File: src/rtl/counter_pkg.sv
// Shared definitions for the up/down sweep controller and its counter core:
// controller state encodings and direction constants.
package counter_pkg;

  typedef enum logic [1:0] {
    ST_IDLE = 2'd0,
    ST_RUN  = 2'd1,
    ST_DONE = 2'd2
  } state_t;

  localparam logic DIR_UP   = 1'b1;
  localparam logic DIR_DOWN = 1'b0;

endpackage : counter_pkg

File: src/rtl/updown_count_core.sv
// WIDTH-bit up/down counter register. A load overrides stepping; otherwise
// en moves the count by one in the direction given by dir (modulo 2^WIDTH).
module updown_count_core
  import counter_pkg::*;
#(
  parameter int WIDTH = 4
) (
  input  logic             clk,
  input  logic             reset,
  input  logic             en,
  input  logic             dir,
  input  logic             load,
  input  logic [WIDTH-1:0] load_val,
  output logic [WIDTH-1:0] count
);

  // Counter register: synchronous reset, then load, then single step.
  // NOTE: sequential state uses non-blocking assignments so every register
  // samples pre-edge values regardless of block ordering.
  always_ff @(posedge clk) begin
    if (reset) begin
      count <= '0;
    end else if (load) begin
      count <= load_val;
    end else if (en) begin
      count <= (dir == DIR_UP) ? count + 1'b1 : count - 1'b1;
    end
  end

endmodule : updown_count_core

File: src/rtl/updown_sweep_ctrl.sv
// Command-driven sweep controller: accepts one command per valid/ready
// handshake, steps the counter core N times between latched limits and
// pulses done on completion.
// Build option SWEEP_BOUNCE_EN: defined -> direction reverses at a limit and
// stepping continues (ping-pong); undefined -> count saturates at the limit
// and the command ends early.
module updown_sweep_ctrl
  import counter_pkg::*;
#(
  parameter int WIDTH   = 4,
  parameter int STEPS_W = 8
) (
  input  logic               clk,
  input  logic               reset,
  input  logic               cmd_valid,
  output logic               cmd_ready,
  input  logic               cmd_dir,
  input  logic [STEPS_W-1:0] cmd_steps,
  input  logic [WIDTH-1:0]   lo_limit,
  input  logic [WIDTH-1:0]   hi_limit,
  input  logic               hold,
  output logic [WIDTH-1:0]   count,
  output logic               dir,
  output logic               busy,
  output logic               done,
  output logic               err,
  output logic               limit_hit
);

  state_t             state, state_nxt;
  logic [STEPS_W-1:0] remaining;
  logic [WIDTH-1:0]   lo_q, hi_q;
  logic               dir_q, err_q, hit_q;

  logic               accept, cmd_bad, cmd_zero, step;
  logic               below, above, pinned, step_hit, step_last, early_stop;
  logic [WIDTH-1:0]   step_val;
  logic               core_en, core_load;

  assign accept   = cmd_valid & cmd_ready;
  assign cmd_bad  = lo_limit > hi_limit;
  assign cmd_zero = (cmd_steps == '0);
  assign step     = (state == ST_RUN) && !hold;

  // Step datapath: where this step lands and whether that is a limit.
  // NOTE: every always_comb output gets a default first so no path can
  // leave a signal unassigned and infer a latch.
  always_comb begin
    below     = count < lo_q;
    above     = count > hi_q;
    pinned    = ((dir_q == DIR_UP) && (count == hi_q)) ||
                ((dir_q == DIR_DOWN) && (count == lo_q));
    step_val  = count;
    core_en   = 1'b0;
    core_load = 1'b0;
    if (below) begin
      step_val = lo_q;
    end else if (above) begin
      step_val = hi_q;
    end else if (pinned) begin
      step_val = count;
    end else begin
      step_val = (dir_q == DIR_UP) ? count + 1'b1 : count - 1'b1;
    end
    if (step) begin
      if (below || above || pinned) core_load = 1'b1;
      else                          core_en   = 1'b1;
    end
  end

  assign step_hit  = ((dir_q == DIR_UP) && (step_val == hi_q)) ||
                     ((dir_q == DIR_DOWN) && (step_val == lo_q));
  assign step_last = (remaining == STEPS_W'(1));
`ifdef SWEEP_BOUNCE_EN
  assign early_stop = 1'b0;
`else
  assign early_stop = step_hit;
`endif

  // State register.
  always_ff @(posedge clk) begin
    if (reset) state <= ST_IDLE;
    else       state <= state_nxt;
  end

  // Next-state logic.
  always_comb begin
    state_nxt = state;
    unique case (state)
      ST_IDLE: if (accept) state_nxt = (cmd_zero || cmd_bad) ? ST_DONE : ST_RUN;
      ST_RUN:  if (step && (step_last || early_stop)) state_nxt = ST_DONE;
      ST_DONE: state_nxt = ST_IDLE;
      default: state_nxt = ST_IDLE;
    endcase
  end

  // Command latches, step budget, direction and sticky status flags.
  always_ff @(posedge clk) begin
    if (reset) begin
      remaining <= '0;
      lo_q      <= '0;
      hi_q      <= '0;
      dir_q     <= DIR_UP;
      err_q     <= 1'b0;
      hit_q     <= 1'b0;
    end else if (accept) begin
      remaining <= cmd_steps;
      lo_q      <= lo_limit;
      hi_q      <= hi_limit;
      dir_q     <= cmd_dir;
      err_q     <= cmd_bad;
      hit_q     <= 1'b0;
    end else if (step) begin
      remaining <= remaining - 1'b1;
      if (step_hit) begin
        hit_q <= 1'b1;
`ifdef SWEEP_BOUNCE_EN
        dir_q <= ~dir_q;
`endif
      end
    end
  end

  updown_count_core #(.WIDTH(WIDTH)) u_core (
    .clk      (clk),
    .reset    (reset),
    .en       (core_en),
    .dir      (dir_q),
    .load     (core_load),
    .load_val (step_val),
    .count    (count)
  );

  assign cmd_ready = (state == ST_IDLE);
  assign busy      = (state == ST_RUN);
  assign done      = (state == ST_DONE);
  assign dir       = dir_q;
  assign err       = err_q;
  assign limit_hit = hit_q;

endmodule : updown_sweep_ctrl

File: config.mk
export PLATFORM = sky130hd
export DESIGN_NAME = updown_sweep_ctrl
export DESIGN_NICKNAME = d
export VERILOG_FILES = /design/src/rtl/counter_pkg.sv /design/src/rtl/updown_count_core.sv /design/src/rtl/updown_sweep_ctrl.sv
export SDC_FILE = /design/constraint.sdc
export NUM_CORES = 1
export LEC_CHECK = 0
export CORE_UTILIZATION = 40
export DETAILED_ROUTE_END_ITERATION = 7
export PLACE_DENSITY = 0.68
export SYNTH_ARGS = -nofsm -noshare
export SYNTH_HDL_FRONTEND = slang
export SYNTH_SLANG_ARGS = --single-unit
File: constraint.sdc
create_clock -name clk -period 2.55 [get_ports clk]
set_clock_uncertainty 0.15 [all_clocks]
set_input_delay 0.3825 -clock clk [delete_from_list [all_inputs] [get_ports clk]]
set_output_delay 0.3825 -clock clk [all_outputs]
set_load 0.05 [all_outputs]
Word level (Yosys, flattened, before mapping). Cells that the tools add are included. W data, S select, Z words.

Output and inout port bits: 10. Bits in registers: 25. Input bits: 21.

Eq/ne operators: 9. Bitwise gates (word level): 2. Order comparisons: 3. Muxes and demuxes: 16. Add/sub/neg operators: 3. Reductions and logical operators: 20.

Operator list (count): $mux W4 (6); $eq A4 B4 Y1 (4); $mux W8 (2); $eq A8 B1 Y1 const B (1); $gt A4 B4 Y1 (2); $logic_not A8 Y1 (1); $sub A8 B1 Y8 const B (1); $logic_and A1 B1 Y1 (6); $logic_or A1 B1 Y1 (6); $mux W2 (3); $add A4 B1 Y4 const B (1); $lt A4 B4 Y1 (1); $mux W1 (4); $ne A2 B1 Y1 const B (2); $pmux W2 S2 (1); $reduce_and A2 Y1 (2); $reduce_bool A2 Y1 (2); $sub A4 B1 Y4 const B (1); $eq A2 B1 Y1 const B (1); $eq A2 B2 Y1 const B (1); $logic_not A2 Y1 (1); $reduce_or A2 Y1 (1); $and A1 B1 Y1 (1); $logic_not A1 Y1 (1); $not A1 Y1 (1).

Longest topological paths before layout. Gate-level depths: netlist (run 1).

Depth in word-level cells: 13. Gate-level depth with buffers: 10. Mapped depth without buffers: 9.

Hierarchy. From an unflattened synthesis (run 1), not the netlist that was laid out.

Cells, all modules: 252. Area total of the unflattened synthesis: 2019.4 µm².

By module, submodules not included: updown_sweep_ctrl (cells an instance 222, times used 1, area an instance 1724.2 µm²); updown_count_core (cells an instance 30, times used 1, area an instance 295.3 µm²).

Worst setup path after synthesis (run 1). Ideal clock, no wire load.

Path kind: register to register. Start: reg u_core.count[0]. End: reg state[0]. Buffers on the path: 0. Setup time: 116 ps. Required time: 2284 ps. Stages on the path, launching flop included: 10. Period minus slack after synthesis: 3057 ps. Path slack: -507 ps. Arrival: 2790 ps. Cells stage by stage: dfxtp_1 inv_1 ha_1 nand4_4 mux2_4 mux2i_4 xnor2_1 o41ai_2 o211ai_1 a31o_2.

Word-level cells in the longest chain between the ends: 13. Elaborated cells between the ends (all ways): 22. Classes of those cells: add/sub: 2; order compare: 2; eq/ne: 5; mux: 4; reduce/logical: 9.

RTL lines: start, declared (RTL line updown_count_core.sv:14) `output logic [WIDTH-1:0] count`; start signal, assigned (RTL line updown_count_core.sv:24) `count <= load_val;`; start signal, assigned (RTL line updown_count_core.sv:26) `count <= (dir == DIR_UP) ? count + 1'b1 : count - 1'b1;`; branches (longest 5 deep; another with $sub A4 B1 Y4); $mux W4 (*) (RTL line updown_sweep_ctrl.sv:56) `if (below) begin`; $eq A4 B4 Y1 (on tied branches) (RTL line updown_sweep_ctrl.sv:71, updown_sweep_ctrl.sv:72); $logic_and A1 B1 Y1 (on tied branches) (RTL line updown_sweep_ctrl.sv:71, updown_sweep_ctrl.sv:72); $logic_or A1 B1 Y1 (*) (RTL line updown_sweep_ctrl.sv:71) `assign step_hit = ((dir_q == DIR_UP) && (step_val == hi_q)) ||`; $logic_or A1 B1 Y1 (*) (RTL line updown_sweep_ctrl.sv:91) `ST_RUN: if (step && (step_last || early_stop)) state_nxt = ST_DONE;`; $logic_and A1 B1 Y1 (*) (RTL line updown_sweep_ctrl.sv:91); $ne A2 B1 Y1 (no line) (*); $reduce_and A2 Y1 (no line) (*); end signal, assigned (RTL line updown_sweep_ctrl.sv:83) `else state <= state_nxt;`; end, declared (RTL line updown_sweep_ctrl.sv:30) `state_t state, state_nxt;`.

Mark *: on every way between the ends. A chain may end at the register's enable or synchronous reset.

Worst setup path after layout (run 1).
Start: reg u_core.count[0]. End: reg hit_q, in the netlist limit_hit.

Word-level cells in the longest chain between the ends: 10. Elaborated cells between the ends (all ways): 19. Classes of those cells: add/sub: 2; order compare: 2; eq/ne: 4; mux: 4; reduce/logical: 7.

RTL lines: branches (longest 5 deep; another with $sub A4 B1 Y4); $mux W4 (*) (RTL line updown_sweep_ctrl.sv:56); $eq A4 B4 Y1 (on tied branches) (RTL line updown_sweep_ctrl.sv:71, updown_sweep_ctrl.sv:72); $logic_and A1 B1 Y1 (on tied branches) (RTL line updown_sweep_ctrl.sv:71, updown_sweep_ctrl.sv:72); $logic_or A1 B1 Y1 (*) (RTL line updown_sweep_ctrl.sv:71); $reduce_and A2 Y1 (no line) (*); end signal, assigned (RTL line updown_sweep_ctrl.sv:105) `hit_q <= 1'b0;`; end signal, assigned (RTL line updown_sweep_ctrl.sv:112) `hit_q <= 1'b0;`; end signal, assigned (RTL line updown_sweep_ctrl.sv:116) `hit_q <= 1'b1;`; end, declared (RTL line updown_sweep_ctrl.sv:33) `logic dir_q, err_q, hit_q;`.

Marked as above.

==> metrics.yaml, run 1 <==
wl_um: 6079
final_nets: 360
grt_util_all_layers: 0.2343
clock.fmax_mhz: 394.4
cp_top_family: "compound AO/OA/AOI/OAI gates"
post_drt_wl_per_cell_um: 15.67
holdBufCountCts: 0
drt_iter0_markers: 143
dpl.hpwl_um: 4544
ys_seq_area_frac: 0.2448
wl_met1_um: 2886
tns_ns: 0
grt_pass1_vias: 2060
drtPass1Iterations: 5
cts_inserted_buffers: 3
syn_to_final_growth_pct: 41.25
rsz0062_at_grt: "yes"
cts-htree-levels: 1
r2r_setup_slack_ns: 0.01
dpl.cell_count: 379
synth_cells: 264
ir_drop_mv: 0.4485
antenna_found_initial: 0
via_per_inst: 5.657
setup_violations: 0
routed.top_layer: "met4"
routed-wl-met2_um: 2752
worst_pin_slew_ns: 0.5064
fin_cells: 388
hp-class: "register to register"
critPathMaxStageDelay_ns: 0.38
rows: 25
cts_tree: "done"
syn_avg_cell_area_um2: 7.744
path_cells: "inv_6 > ha_4 > nand4_1 > mux2_4 > mux2_4 > buf_4 > a32oi_1 > o211ai_1 > a311oi_1"
synth_edf_count: 0
clkTransAtPathRegs_ns: 0.09
crit_buf_inv: 2
status: "completed"
postRouteAntennaNets: 0
synth-main-ff-cell: "dfxtp_1"
slew_viol_final: 0
fin_crit_sh: 0.9944
dr_wl_met3_um: 261
grt_max_degree: 22
hold_viol: 0
cts_sinks: 25
p_leak_uw: 0.001084
synth_seq_cells: 25
fill_cells: 463
portBuffers: 30
ioPinCount: 31
cts-root-buf: "clkbuf_8"
die_x_um: 73.49
drc: 0
grt_pass1_wl_um: 9673
initial_core_util: 0.4244
ys_types: 56
ys.warnings.count: 0
num_antenna_cells: 0
dieHeight_um: 73.49
cap_violations: 0
synth-async-reset-ratio: 0
synth_nets: 302
utilization: 0.5995
gp_congestion: 0.9656
maxSlewHeadroom: 0.6613
clock_latency_ns: 0.27
fin_total_pwr_uw: 1917
cp-end-kind: "register"
syn_area_mm2: 0.002044
cts_buffer_depth: 2
path_class: "register to register"
vias: 2195
grt_overflow: 0
die-area_mm2: 0.005401
core_mm2: 0.004817
drive_gt1_frac: 0.2866
power_density_mw_per_mm2: 663.9
critPathArrivalTime_ns: 2.57
path_common_cell: "mux2_4"
crit_slowest_cell: "dfxtp_4"
worstPathRequired_ns: 2.58
critPathLaunchType: "register"
min_period_ns: 2.536
worst-path-max-fanout: 3
==> Yosys cell counts, types with 6 or more instances <==
| library cell | number | share of area |
|---|---|---|
| a221oi_1 | 6 | 0.026 |
| nor4_1 | 7 | 0.021 |
| nor2_1 | 29 | 0.053 |
| nor3_1 | 10 | 0.024 |
| o21ai_0 | 15 | 0.037 |
| dfxtp_1 | 25 | 0.24 |
| inv_1 | 17 | 0.031 |
| nand2_1 | 26 | 0.048 |
| clkbuf_1 | 8 | 0.015 |
| a21oi_1 | 23 | 0.056 |
| xnor2_1 | 10 | 0.043 |
| ha_1 | 16 | 0.098 |
| nand3_1 | 7 | 0.017 |
==> worst min-delay path, delay by kind of cell (launching register included) <==
family / cells / cell delay [ns]
DFF: 1 / 0.32
AOI/OAI and AO/OA: 2 / 0.13
==> registers in the layout, indices dropped and copies added (netlist names) <==
name,flops
remaining,8
hi_q,4
lo_q,4
u_core.count,4
state,2
dir,1
err,1
limit_hit,1
==> layout by cell type, fill, tap and decap left out, types with 2 or more instances in the layout <==
cell type        instances
a221oi_1                 5
dfxtp_4                  4
o21a_1                   3
a21oi_2                  2
nand4_1                  3
nand2_2                  3
mux2i_4                  2
ha_4                     9
a21oi_1                 21
a211oi_1                 3
o21ai_0                 15
a222oi_1                 2
nor2_1                  29
clkdlybuf4s50_1         30
o211ai_1                 3
nand3_1                  5
dfxtp_2                  7
ha_1                     7
nand3_2                  2
nand2b_1                 2
inv_1                   12
nor2b_1                  5
nor3_1                  10
a211oi_2                 2
xnor2_1                 10
dfxtp_1                 14
mux2_4                   2
inv_2                    3
clkbuf_8                 3
nand2_1                 24
buf_4                   37
a32oi_1                  3
nor4_1                   7
==> cells by family after synthesis <==
family | Yosys count | share of synthesized area
multiplexers | 5 | 0.03366
XOR/XNOR | 10 | 0.04284
flip-flops | 25 | 0.2448
adder cells (fa/ha/maj) | 17 | 0.1077
AND/OR/NAND/NOR | 102 | 0.2497
buffers and inverters | 31 | 0.07772
AO/OA/AOI/OAI | 74 | 0.2436
==> routing by layer <==
layer,up-vias,track usage
met5,-,0
met4,0,0.1132
met3,19,0.02743
met2,85,0.3690
met1,1007,0.3168
li1,1084,-
==> where the power goes <==
group / switching (uW) / total, uW / internal (uW)
combinational: 636 / 1190 / 552
sequential: 45.6 / 483 / 437
clock: 135 / 247 / 112
total: 816 / 1920 / 1100
==> path summary, 6_finish.rpt <==
check,startpoint,endpoint,cells after the start
max,u_core.count[0]$_SDFFE_PP0P_,limit_hit$_SDFFE_PP0P_,9
min,remaining[7]$_SDFFE_PP0P_,remaining[7]$_SDFFE_PP0P_,2
max reg2reg,u_core.count[0]$_SDFFE_PP0P_,limit_hit$_SDFFE_PP0P_,9
min reg2reg,remaining[7]$_SDFFE_PP0P_,remaining[7]$_SDFFE_PP0P_,2
==> per-stage QoR <==
| step | instance area [um2] | setup slack (ns) | hold slack [ns] |
|---|---|---|---|
| floorplan | 2141 | -0.001426 | 0.3009 |
| global placement | 2656 | 0.02780 | 0.3120 |
| detailed placement | 2656 | -0.02199 | 0.3257 |
| CTS | 2833 | -0.004052 | 0.3389 |
| global route | 2888 | -0.03771 | 0.3798 |
| finish | 2888 | 0.01426 | 0.3394 |
==> timing repair <==
action,4_1_cts,5_1_grt
endpoints found under the setup margin,2,3
buffers inserted,3,2
resized for setup,17,13
pin swaps,8,6
==> layout make-up <==
cell class	instances	area, um2	area share
tap	67	83.83	0.02903
sequential	25	524.3	0.1815
multi-input combinational	208	1584	0.5485
inverter	17	72.57	0.02513
timing repair buffer	67	578.1	0.2002
clock buffer	4	45.04	0.01560
Note: power is estimated with default switching activity, not from simulation.
==> inputs of run 2 (changes only) <==
--- a/config.mk
+++ b/config.mk
@@ -7,5 +7,5 @@
 export LEC_CHECK = 0
-export CORE_UTILIZATION = 40
+export CORE_UTILIZATION = 49
 export DETAILED_ROUTE_END_ITERATION = 7
-export PLACE_DENSITY = 0.68
+export PLACE_DENSITY = 0.8
 export SYNTH_ARGS = -nofsm -noshare
--- a/constraint.sdc
+++ b/constraint.sdc
@@ -4,2 +4,2 @@
 set_output_delay 0.3825 -clock clk [all_outputs]
-set_load 0.05 [all_outputs]
+set_load 0.005 [all_outputs]
==> run 2 against run 1 <==
The run now ends with negative setup slack left. Clock power fell by 2%. Sequential power barely moved. Sequential share of layout area down 0.36 points. Via count increased by 2.1%. Cell area is 0.30% higher. Critical path type unchanged. Critical endpoint is now state[0]$_SDFFE_PP0P_. Largest power group unchanged.
==> metrics.yaml, run 2 (synthesis gave the netlist of run 1 again) <==
reg2reg_depth: 9
ir_drop_mv: 0.3679
finalWorstSetupSlack_ns: -0.08433
place_area_mm2: 0.002644
cap_violations: 0
clock_latency_ns: 0.27
dpl.cell_count: 369
worst-path-max-fanout: 3
fin_cells: 377
path_cells: "inv_4 > ha_4 > nand4_1 > mux2_4 > mux2i_4 > xnor2_2 > o41ai_2 > o211ai_1 > a31o_2"
die-area_mm2: 0.004435
final-seq-area_um2: 515.5
cts_sinks: 25
crit_slowest_cell: "dfxtp_2"
grt_max_degree: 22
critPathLaunchType: "register"
path_class: "register to register"
final_nets: 366
initial_core_util: 0.5111
postRouteAntennaNets: 0
final_area_mm2: 0.002897
drtPass1Iterations: 4
fill_cells: 320
grt_overflow: 0
rsz0062_at_grt: "yes"
grt_util_all_layers: 0.2999
num_antenna_cells: 0
grt_pass1_vias: 2121
post-place-ws_ns: -0.1779
worst_pin_slew_ns: 0.4894
hold_depth: 2
r2r-end: "state[0]$_SDFFE_PP0P_"
power_density_mw_per_mm2: 657.9
worstPathRequired_ns: 2.57
multi_input_area_mm2: 0.001570
setup_violations: 3
cts-root-buf: "clkbuf_8"
violations: "negative setup slack"
cts_tree: "done"
clock.fmax_mhz: 379.6
fin_crit_sh: 1.033
die_x_um: 66.60
gp_congestion: 0.8812
r2r_setup_slack_ns: -0.08
dieHeight_um: 66.60
antenna_found_initial: 0
p_leak_uw: 0.001127
critPathArrivalTime_ns: 2.66
critPathMaxStageDelay_ns: 0.37
clkTransAtPathRegs_ns: 0.09
layout_common_cells: "buf_4 (42), clkdlybuf4s50_1 (30), nor2_1 (29), nand2_1 (26), a21oi_1 (22)"
cts-htree-levels: 1
cp-end-kind: "register"
status: "complete, but fails checks"
min_period_ns: 2.634
ioPinCount: 31
cts_inserted_buffers: 3
dpl.hpwl_um: 4586
maxSlewHeadroom: 0.6707
vias: 2242
hold_viol: 0
slew_viol_final: 0
grt_pass1_wl_um: 10010
portBuffers: 30
wl_um: 6129
r2r_start: "u_core.count[0]$_SDFFE_PP0P_"
post_drt_wl_per_cell_um: 16.26
hp-start: "remaining[7]$_SDFFE_PP0P_"
via_per_inst: 5.947
final_common_cell: "buf_4"
hp-class: "register to register"
rows: 23
drt_iter0_markers: 140
cts_buffer_depth: 2
hold_end: "remaining[7]$_SDFFE_PP0P_"
largest_reg_flops: 8
drive_gt1_frac: 0.2813
syn_to_final_growth_pct: 41.68
regMostFlops: "remaining"
core_mm2: 0.004000
drc: 0
run 2: changes by cell type in the layout (fill, tap and decap cells not counted), moves of 2 or more:
cell	previous run	this run
dfxtp_1	14	17
xnor2_2	0	2
nand2_1	24	26
dfxtp_4	4	2
nand2_2	3	1
buf_4	37	42
xnor2_1	10	8
run 2: through the flow:
step | utilization | power (uW) | TNS (ns) | hold WS (ns)
floorplan | - | 1144 | 0 | 0.3009
global placement | 0.6609 | 1494 | -0.08417 | 0.3112
detailed placement | 0.6609 | 1515 | -0.4150 | 0.3229
CTS | 0.7094 | 1822 | -0.02489 | 0.3359
global route | 0.7241 | 2030 | -0.4182 | 0.3961
finish | 0.7241 | 1906 | -0.1624 | 0.3461
run 2: how the worst max path moves through the flow:
stage,from,to,slack (ns),depth (start not counted)
after floorplan,dir$_SDFFE_PP1P_,limit_hit$_SDFFE_PP0P_,0.005,10
after global placement,u_core.count[2]$_SDFFE_PP0P_,limit_hit$_SDFFE_PP0P_,-0.04,8
after detailed placement,u_core.count[2]$_SDFFE_PP0P_,limit_hit$_SDFFE_PP0P_,-0.18,8
after CTS,lo_q[1]$_SDFFE_PP0P_,limit_hit$_SDFFE_PP0P_,-0.01,9
after global routing,lo_q[3]$_SDFFE_PP0P_,limit_hit$_SDFFE_PP0P_,-0.16,9
final,u_core.count[0]$_SDFFE_PP0P_,state[0]$_SDFFE_PP0P_,-0.08,9
run 2: timing repair:
| action | in CTS | in global routing |
|---|---|---|
| resized for setup | 22 | 10 |
| buffers inserted | 3 | 1 |
| pin swaps | 5 | 8 |
| hold buffers | 0 | 0 |
| endpoints found under the setup margin | 3 | 3 |
run 2: cell type report:
type / count / share of cell area
multi-input cells: 208 / 0.5421
inverters: 17 / 0.02289
clock inverters: 1 / 0.001728
well taps: 50 / 0.02160
flip-flops and latches: 25 / 0.1780
repair buffers: 73 / 0.2194
clock buffers: 3 / 0.01425
run 2: power breakdown:
group	leakage, uW	switching, uW	internal [uW]
logic	0.000893	594	589
registers	0.000209	44.4	436
clock network	0.0000255	132	109
run 2: per-layer routing:
layer / wire (um) / GRT usage / vias to the layer above
li1: - / - / 1094
met1: 2671 / 0.3797 / 1038
met2: 2898 / 0.5063 / 85
met3: 334 / 0.04281 / 25
met4: 225 / 0.1170 / 0
met5: 0 / 0 / -
run 2: critical path: cells and delay by family, from the launching register on:
family,cells,cell delay (ns)
adders and majority gates,1,0.25
buffers and inverters,1,0.06
AOI/OAI and AO/OA,3,0.84
DFF,1,0.37
xor gates and xnor gates,1,0.14
muxes,2,0.56
and+or+nand+nor,1,0.18
==> inputs of run 3 (changes only) <==
- CAP_MARGIN: not set -> 20
- CORE_UTILIZATION: 49 -> 54
- PLACE_DENSITY: 0.8 -> 0.84
- clock period: 2.55 -> 2.6 ns (I/O delays scaled with it)
==> run 3 against run 2 <==
The run now ends clean. Cell area increased by 1.2%. Count of clock-buffer cells in the layout rose by 1. Via count grew 4.1%. Wire length is 7.0% higher. Non-clock buffer count rose by 4. Flip-flop and latch count stayed put. Setup slack gained 0.086 ns. Clock power decreased by 2%. Maximum frequency is 1.4% higher. Sequential power shrank 1%. First-iteration DRC count up 10%. Critical path type unchanged. Largest cell class unchanged. Largest power group unchanged. Highest routed layer unchanged.
==> metrics.yaml, run 3 (synthesis gave the netlist of run 1 again) <==
clock_latency_ns: 0.27
initial_core_util: 0.5895
maxSlewHeadroom: 0.6083
drc: 0
place_area_mm2: 0.002644
setup_violations: 0
vias: 2335
hold_viol: 0
utilization: 0.8452
antenna_found_initial: 0
dr_wl_met3_um: 367
final_nets: 370
cp-end-kind: "register"
rows: 21
routed-wl-met2_um: 3222
rsz0062_at_grt: "yes"
setup.worst_path.end: "limit_hit$_SDFFE_PP0P_"
path_common_cell: "nand3_2"
critPathArrivalTime_ns: 2.63
r2r_setup_slack_ns: 0.001
post-place-ws_ns: -0.1123
startpoint: "u_core.count[0]$_SDFFE_PP0P_"
cts-root-buf: "clkbuf_8"
drtPass1Iterations: 5
cp_top_family: "compound AO/OA/AOI/OAI gates"
grt_max_degree: 22
core_mm2: 0.003468
ir_drop_mv: 0.3986
power_density_mw_per_mm2: 659.4
status: "completed"
whs_ns: 0.3500
path_cells: "inv_2 > ha_4 > and4_2 > buf_4 > nand3_2 > nand3_2 > xnor2_2 > o41ai_2 > o211ai_1 > a311oi_2"
seqPwrFrac: 0.245
clkTransAtPathRegs_ns: 0.09
grt_pass1_wl_um: 9625
postRouteAntennaNets: 0
clock.fmax_mhz: 384.8
final_area_mm2: 0.002932
num_antenna_cells: 0
hp-class: "register to register"
drive_gt1_frac: 0.3082
grt_pass1_vias: 2098
critPathMaxStageDelay_ns: 0.33
fin_crit_sh: 0.9995
final_common_cell: "buf_4"
min_period_ns: 2.599
ioPinCount: 31
cp.depth: 10
wl_um: 6555
critPathLaunchType: "register"
finalWorstSetupSlack_ns: 0.001292
post_drt_wl_per_cell_um: 17.39
via_per_inst: 6.194
wl_met1_um: 2867
combPwrFrac: 0.633
largest_reg_flops: 8
hp-start: "remaining[7]$_SDFFE_PP0P_"
layout_common_cells: "buf_4 (47), clkdlybuf4s50_1 (30), nor2_1 (29), nand2_1 (26), a21oi_1 (22)"
cts_inserted_buffers: 3
gp_congestion: 0.9747
die_x_um: 63.53
cts_tree: "done"
regMostFlops: "remaining"
intPower_uw: 1143
syn_to_final_growth_pct: 43.39
grt_util_all_layers: 0.3028
p_leak_uw: 0.001139
routed.top_layer: "met4"
drt_iter0_markers: 154
cap_violations: 0
cts-htree-levels: 1
crit_slowest_cell: "dfxtp_2"
switchingPower_uw: 790.0
crit_buf_inv: 2
worst-path-max-fanout: 4
cts_sinks: 25
slew_viol_final: 0
r2r_start: "u_core.count[0]$_SDFFE_PP0P_"
worstPathRequired_ns: 2.63
tns_ns: 0
dpl.hpwl_um: 4497
r2r-end: "limit_hit$_SDFFE_PP0P_"
die-area_mm2: 0.004036
swShare: 0.4087
clkPwrFrac: 0.122
reg2reg_depth: 10
cts_buffer_depth: 2
portBuffers: 30
path_class: "register to register"
grt_overflow: 0
holdBufCountCts: 0
dieHeight_um: 63.53
worst_pin_slew_ns: 0.5858
-- run 3: worst reg2reg max path, delay by kind of cell, from the launching register on --
family | cells | cell delay (ns)
and+or+nand+nor | 3 | 0.49
AOI/OAI and AO/OA | 3 | 0.86
DFF | 1 | 0.33
adders and majority gates | 1 | 0.24
xor gates and xnor gates | 1 | 0.17
buffers and inverters | 2 | 0.28
-- run 3: metal layers --
metal  global-route usage  vias up
met4              0.09943        0
met1               0.4035     1115
met3              0.01993       15
li1                     -     1099
met2               0.5133      106
met5                    0        -
-- run 3: metrics by stage --
| stage | instances | power (uW) |
|---|---|---|
| 5_1_grt | 377 | 2048 |
| 4_1_cts | 374 | 1771 |
| 3_5_place_dp | 369 | 1498 |
| 3_3_place_gp | 369 | 1483 |
| 6_report | 377 | 1933 |
| 2_1_floorplan | 264 | 1112 |
-- run 3: worst min path at each step --
stage          slack (ns)  depth (start not counted)                   endpoint
6_report             0.35                          2  remaining[7]$_SDFFE_PP0P_
5_1_grt              0.38                          2  remaining[7]$_SDFFE_PP0P_
4_1_cts              0.34                          2  remaining[7]$_SDFFE_PP0P_
3_5_place_dp         0.33                          2  remaining[7]$_SDFFE_PP0P_
3_3_place_gp         0.31                          2  remaining[7]$_SDFFE_PP0P_
2_1_floorplan        0.30                          2  remaining[7]$_SDFFE_PP0P_
-- run 3: layout make-up --
class,instances,area [um2]
Tap cell,46,57.56
Timing Repair Buffer,77,653.1
Sequential cell,25,518.0
Fill cell,234,536.8
Clock buffer,4,45.04
Inverter,17,63.81
Multi-Input combinational cell,208,1594
-- run 3: timing repair --
action,4_1_cts,5_1_grt
pin swaps,5,15
resized for setup,6,36
setup endpoints to repair,2,4
gates cloned,0,0
endpoints found under the hold margin,0,0
buffers inserted,1,3
-- run 3: power groups by stage --
stage	Sequential [uW]	Combinational, uW	Clock, uW
2_1_floorplan	470	642	0
3_3_place_gp	470	1010	0
3_5_place_dp	471	1030	0
4_1_cts	464	1070	240
5_1_grt	478	1310	262
6_report	474	1220	236
